**src/rtl/agu_queue_pkg.sv**
```systemverilog
// agu_queue_pkg: shared constants and the per-entry strobe bundle of the AGU issue queue
package agu_queue_pkg;
  localparam int TAG_W = 6;
  localparam int DEFAULT_DEPTH = 4;
  typedef struct packed {
    logic we;
    logic updt_cmn;
    logic updt_op1;
    logic op1_from_cdb;
    logic updt_op2;
    logic op2_from_cdb;
    logic src_sel;
  } agu_entry_ctrl_t;
endpackage

```
**src/rtl/agu_cdb_match.sv**
```systemverilog
// agu_cdb_match: qualified compare of one stored/dispatched tag against the CDB tag
module agu_cdb_match import agu_queue_pkg::*; #(
  parameter int W = TAG_W
) (
  input  logic         i_en,
  input  logic [W-1:0] i_tag,
  input  logic [W-1:0] i_cdb_tag,
  output logic         o_match
);
  assign o_match = i_en & (i_tag == i_cdb_tag);
endmodule

```
**src/rtl/agu_queue_ctrl.sv**
```systemverilog
// agu_queue_ctrl: strobe sequencer, occupancy and issue request for the in-order AGU shift queue.
// Build option AGU_QUEUE_STALL_CNT_EN adds a saturating head-stall counter on o_stall_cnt.
module agu_queue_ctrl #(
  parameter int DEPTH = agu_queue_pkg::DEFAULT_DEPTH,
  parameter int TAG_W = agu_queue_pkg::TAG_W
) (
  input  logic                         clk,
  input  logic                         rst,
  input  logic                         i_flush,
  input  logic                         i_dispatch_valid,
  input  logic [TAG_W-1:0]             i_dispatch_op1_tag,
  input  logic [TAG_W-1:0]             i_dispatch_op2_tag,
  input  logic                         i_dispatch_op1_valid,
  input  logic                         i_dispatch_op2_valid,
  output logic                         o_dispatch_ready,
  input  logic                         i_cdb_valid,
  input  logic [TAG_W-1:0]             i_cdb_tag,
  input  logic [DEPTH-1:0]             i_entry_valid,
  input  logic [DEPTH-1:0]             i_entry_ready,
  input  logic [DEPTH*TAG_W-1:0]       i_entry_op1_tag,
  input  logic [DEPTH*TAG_W-1:0]       i_entry_op2_tag,
  input  logic [DEPTH-1:0]             i_entry_op1_valid,
  input  logic [DEPTH-1:0]             i_entry_op2_valid,
  output logic [DEPTH-1:0]             o_entry_we,
  output logic [DEPTH-1:0]             o_entry_updt_cmn,
  output logic [DEPTH-1:0]             o_entry_updt_op1,
  output logic [DEPTH-1:0]             o_entry_updt_op2,
  output logic [DEPTH-1:0]             o_entry_op1_from_cdb,
  output logic [DEPTH-1:0]             o_entry_op2_from_cdb,
  output logic [DEPTH-1:0]             o_entry_src_sel,
  output logic                         o_issue_req,
  input  logic                         i_issue_grant,
  output logic [$clog2(DEPTH+1)-1:0]   o_count,
  output logic [15:0]                  o_stall_cnt
);
  import agu_queue_pkg::*;
  localparam int CW = $clog2(DEPTH+1);
  logic [CW-1:0] r_count, w_wa;
  logic w_accept, w_fire, w_dm1, w_dm2, w_unused;
  logic [DEPTH-1:0] w_m1, w_m2, w_m1_up, w_m2_up;
  agu_entry_ctrl_t w_ctl [DEPTH];
  assign o_dispatch_ready = r_count != CW'(DEPTH);
  assign w_accept = i_dispatch_valid & o_dispatch_ready;
  assign o_issue_req = i_entry_valid[0] & i_entry_ready[0];
  assign w_fire = o_issue_req & i_issue_grant;
  assign w_wa = w_fire ? r_count - CW'(1) : r_count;
  assign w_unused = ^i_entry_ready[DEPTH-1:1];
  // a shifting entry takes its upper neighbour's wakeup; the top one sees an empty neighbour
  assign w_m1_up = {1'b0, w_m1[DEPTH-1:1]};
  assign w_m2_up = {1'b0, w_m2[DEPTH-1:1]};
  agu_cdb_match #(.W(TAG_W)) u_dm1 (
    .i_en(i_cdb_valid & ~i_dispatch_op1_valid), .i_tag(i_dispatch_op1_tag),
    .i_cdb_tag(i_cdb_tag), .o_match(w_dm1));
  agu_cdb_match #(.W(TAG_W)) u_dm2 (
    .i_en(i_cdb_valid & ~i_dispatch_op2_valid), .i_tag(i_dispatch_op2_tag),
    .i_cdb_tag(i_cdb_tag), .o_match(w_dm2));
  for (genvar g = 0; g < DEPTH; g++) begin : g_entry
    agu_cdb_match #(.W(TAG_W)) u_m1 (
      .i_en(i_cdb_valid & i_entry_valid[g] & ~i_entry_op1_valid[g]),
      .i_tag(i_entry_op1_tag[g*TAG_W +: TAG_W]), .i_cdb_tag(i_cdb_tag), .o_match(w_m1[g]));
    agu_cdb_match #(.W(TAG_W)) u_m2 (
      .i_en(i_cdb_valid & i_entry_valid[g] & ~i_entry_op2_valid[g]),
      .i_tag(i_entry_op2_tag[g*TAG_W +: TAG_W]), .i_cdb_tag(i_cdb_tag), .o_match(w_m2[g]));
    assign o_entry_we[g]           = w_ctl[g].we;
    assign o_entry_updt_cmn[g]     = w_ctl[g].updt_cmn;
    assign o_entry_updt_op1[g]     = w_ctl[g].updt_op1;
    assign o_entry_updt_op2[g]     = w_ctl[g].updt_op2;
    assign o_entry_op1_from_cdb[g] = w_ctl[g].op1_from_cdb;
    assign o_entry_op2_from_cdb[g] = w_ctl[g].op2_from_cdb;
    assign o_entry_src_sel[g]      = w_ctl[g].src_sel;
  end
  always_comb begin
    for (int i = 0; i < DEPTH; i++) begin
      w_ctl[i] = '0;
      if (w_fire)
        w_ctl[i] = '{we: 1'b1, updt_cmn: 1'b1, updt_op1: 1'b1, op1_from_cdb: w_m1_up[i],
                     updt_op2: 1'b1, op2_from_cdb: w_m2_up[i], src_sel: 1'b0};
      else if (w_m1[i] | w_m2[i])
        w_ctl[i] = '{we: 1'b1, updt_cmn: 1'b0, updt_op1: w_m1[i], op1_from_cdb: w_m1[i],
                     updt_op2: w_m2[i], op2_from_cdb: w_m2[i], src_sel: 1'b0};
      if (w_accept && w_wa == CW'(i))
        w_ctl[i] = '{we: 1'b1, updt_cmn: 1'b1, updt_op1: 1'b1, op1_from_cdb: w_dm1,
                     updt_op2: 1'b1, op2_from_cdb: w_dm2, src_sel: 1'b1};
      if (i_flush)
        w_ctl[i] = '0;
    end
  end
  always_ff @(posedge clk or posedge rst) begin
    if (rst) r_count <= '0;
    else r_count <= i_flush ? '0 : r_count + CW'(w_accept) - CW'(w_fire);
  end
  assign o_count = r_count;
`ifdef AGU_QUEUE_STALL_CNT_EN
  logic [15:0] r_stall_cnt;
  always_ff @(posedge clk or posedge rst) begin
    if (rst) r_stall_cnt <= '0;
    else if (i_entry_valid[0] & ~w_fire & ~&r_stall_cnt) r_stall_cnt <= r_stall_cnt + 16'd1;
  end
  assign o_stall_cnt = r_stall_cnt;
`else
  assign o_stall_cnt = '0;
`endif
endmodule

```
**config.mk**
```make
export PLATFORM = sky130hd
export DESIGN_NAME = agu_queue_ctrl
export DESIGN_NICKNAME = d
export VERILOG_FILES = /design/src/rtl/agu_queue_pkg.sv /design/src/rtl/agu_cdb_match.sv /design/src/rtl/agu_queue_ctrl.sv
export SDC_FILE = /design/constraint.sdc
export NUM_CORES = 1
export LEC_CHECK = 0
export BUFFER_PORTS_ARGS = -buffer_cell sky130_fd_sc_hd__buf_2
export CAP_MARGIN = 10
export CORE_ASPECT_RATIO = 1.5
export CORE_MARGIN = 5
export CORE_UTILIZATION = 43
export DETAILED_ROUTE_END_ITERATION = 16
export PLACE_DENSITY = 0.91
export SYNTH_ARGS = -nofsm -noshare
export SYNTH_HDL_FRONTEND = slang
export SYNTH_SLANG_ARGS = --single-unit
```
**constraint.sdc**
```tcl
create_clock -name clk -period 3.85 [get_ports clk]
set_clock_uncertainty 0.05 [all_clocks]
set_input_delay 0.5775 -clock clk [delete_from_list [all_inputs] [get_ports clk]]
set_output_delay 0.5775 -clock clk [all_outputs]
set_load 0.1 [all_outputs]
```
==> impl_metrics.yaml <==
critical_path:
  startpoint: "o_count[1]$_DFF_PP0_"
  r2r_cells: 11
  reg2reg_from: "o_count[1]$_DFF_PP0_"
  r2r_setup_slack_ns: 1.28
  startpoint_type: "flop"
  required_ns: 3.22
  worstPathArrival_ns: 2.81
  crit_type: "flop to output pin"
  end_kind: "output pin"
  r2r-end: "o_count[2]$_DFF_PP0_"
  critical_path_peak_fanout: 8
timing:
  max_slew_margin_pct: 59.3
  period_share_pct: 89.3
  grt_setup_unrepaired: "no"
  period_minus_slack_ns: 3.44
  setup_viol: 0
  hold_viol: 0
  tightest_slew_ns: 0.595
  slew_viol_final: 0
  max_freq_mhz: 291
  setup_tns_ns: 0
yosys:
  ys_seq_area_share_pct: 4.49
  ys_warn_count: 0
  synthFlopType: "dfrtp_1"
  synth_seq_cells: 3
  netlist_area_sq_mm: 0.00167
  synth_edf_count: 0
  syn_inst: 234
  synth.distinct_cells: 43
  syn_area_per_cell_sq_um: 7.14
  async_flop_share_pct: 100
routing:
  ant_nets: 0
  wl_per_cell_um: 14.6
  drt_iter0_markers: 46
  wl_um: 5680
  firstDrtPassIters: 4
  vias: 2032
  vias_per_cell: 5.22
  drc: 0
die:
  die_area_sq_mm: 0.00526
  start_util_pct: 45.0
  coreArea_sq_mm: 0.00372
  fp.dieH_um: 86.4
  ios: 139
  num_rows: 27
  die_width_um: 60.9
placed_design:
  portBuffers: 119
  placedCellCount: 385
  place_congestion: 0.856
  dp_hpwl_um: 5010
  dpl_cell_area_sq_mm: 0.00238
finish:
  largest_reg_flops: 3
  syn_to_final_growth_pct: 45.1
  drive_gt1_share_pct: 42.5
  diodes: 0
  finalNetCount: 442
  stdcell_count: 389
  stdcell_area_sq_mm: 0.00243
clock_tree:
  cts_tree: "done"
  cts_buffers: 3
  ctsHoldBuffers: 0
  cts_setup_buffers: 0
  clockRootBuffer: "clkbuf_8"
  post_cts_resized: 0
  clkLatencyLatePin_ns: 0.21
  cts.sinks: 3
  h-tree-depth: 1
  clk_path_buf_depth: 2
  clk_pin_slew_ns: 0.03
pwr:
  power.leakage_nw: 1.13
  ir_drop_v: 0.000349
  p_per_area_mw_per_mm2: 412
  total_power_uw: 999
grt:
  grt_pass1_wl_um: 8800
  grt_overflow: 0
  grt_pass1_vias: 2037
  grt_antenna_before_repair: 0
  grt_use_total_pct: 21.2
  grt_max_degree: 28
worst_hold_path:
  hp-class: "input pin to asynchronous set/reset pin"
flow_run:
  drv_cap: 0
outcome:
  status: "complete, no violations"
kinds of logic (layout without fill, tap and decap cells):
| logic type | after synthesis | after routing | synth area share (%) |
|---|---|---|---|
| other | 1 | 16 | 0.224 |
| xor gates and xnor gates | 64 | 64 | 33.5 |
| DFF | 3 | 3 | 4.49 |
| adders and majority gates | 5 | 5 | 4.19 |
| AOI/OAI and AO/OA | 33 | 33 | 13.9 |
| buffers and inverters | 38 | 135 | 13.8 |
| and+or+nand+nor | 90 | 90 | 29.9 |
area by class of cell:
| class | count | area (sq um) |
|---|---|---|
| multi-input combinational | 208 | 1490 |
| fill | 319 | 1290 |
| timing repair buffer | 123 | 731 |
| sequential | 3 | 80.1 |
| tap | 43 | 53.8 |
| clock buffer | 4 | 45.0 |
| inverter | 8 | 30.0 |
stage by stage:
stage / worst slack, ns / hold WS, ns / util, %
3_5_place_dp: 0.591 / 0.398 / 64.1
6_report: 0.411 / 0.170 / 65.3
5_1_grt: 0.170 / 0.185 / 65.3
3_3_place_gp: 0.633 / 0.393 / 64.1
4_1_cts: 0.410 / 0.170 / 65.3
2_1_floorplan: -0.166 / 0.281 / -
critical path, cell delays in order, from the launching register on:
cell       delay, ns
dfrtp_2         0.45
inv_1           0.13
ha_1            0.22
a21boi_2        0.29
nand3_1         0.21
a2111oi_0       0.58
nor2_1          0.20
a211oi_4        0.28
buf_12          0.21
worst max-delay path by stage:
stage,slack (ns),depth (start not counted),end
6_report,0.41,8,o_entry_op2_from_cdb[0]
5_1_grt,0.17,8,o_entry_op2_from_cdb[0]
4_1_cts,0.41,8,o_entry_op2_from_cdb[0]
3_5_place_dp,0.59,7,o_entry_op1_from_cdb[0]
3_3_place_gp,0.63,7,o_entry_op1_from_cdb[0]
2_1_floorplan,-0.17,7,o_entry_op1_from_cdb[0]
report_power, final:
part / total (mW) / internal [mW] / switching [mW]
sequential: 0.0799 / 0.0447 / 0.0353
combinational: 0.828 / 0.227 / 0.601
clock: 0.0910 / 0.0706 / 0.0204
synthesized netlist by cell type, types with 2 or more instances:
| library cell | count | share of area (%) |
|---|---|---|
| a2111oi_0 | 2 | 1.0 |
| a211oi_1 | 4 | 1.8 |
| a21oi_1 | 9 | 2.7 |
| a22oi_1 | 2 | 0.90 |
| a31oi_1 | 5 | 1.9 |
| and3b_1 | 3 | 1.6 |
| buf_2 | 4 | 1.2 |
| buf_4 | 18 | 8.1 |
| buf_6 | 2 | 1.3 |
| clkbuf_1 | 5 | 1.1 |
| dfrtp_1 | 3 | 4.5 |
| ha_1 | 4 | 3.0 |
| inv_1 | 8 | 1.8 |
| nand2_1 | 10 | 2.2 |
| nand2b_1 | 2 | 0.75 |
| nand3_1 | 14 | 4.2 |
| nand3b_1 | 2 | 0.90 |
| nand4_1 | 7 | 2.6 |
| nor2_1 | 17 | 3.8 |
| nor2b_1 | 6 | 2.2 |
| nor3_1 | 7 | 2.1 |
| nor4_1 | 9 | 3.4 |
| o211ai_1 | 3 | 1.3 |
| o21ai_0 | 2 | 0.60 |
| or2_2 | 2 | 0.75 |
| or3_1 | 2 | 0.75 |
| or4_1 | 4 | 1.8 |
| xnor2_1 | 41 | 21 |
| xor2_1 | 23 | 12 |
metal layers:
layer | share of wire [%] | up-vias | GRT usage [%]
li1 | - | 1008 | -
met1 | 33 | 925 | 21.3
met4 | 1.4 | 0 | 4.73
met2 | 57 | 91 | 42.6
met3 | 8.1 | 8 | 3.58
met5 | 0 | - | 0
cell usage in the layout (no fill, tap or decap), drive strengths merged, types with 8 or more instances in the layout:
master,count
nor2,17
inv,8
xnor2,41
nand3,14
buf,123
nand2,10
nor4,9
a21oi,9
conb,16
xor2,23
Note: power is estimated with default switching activity, not from simulation.
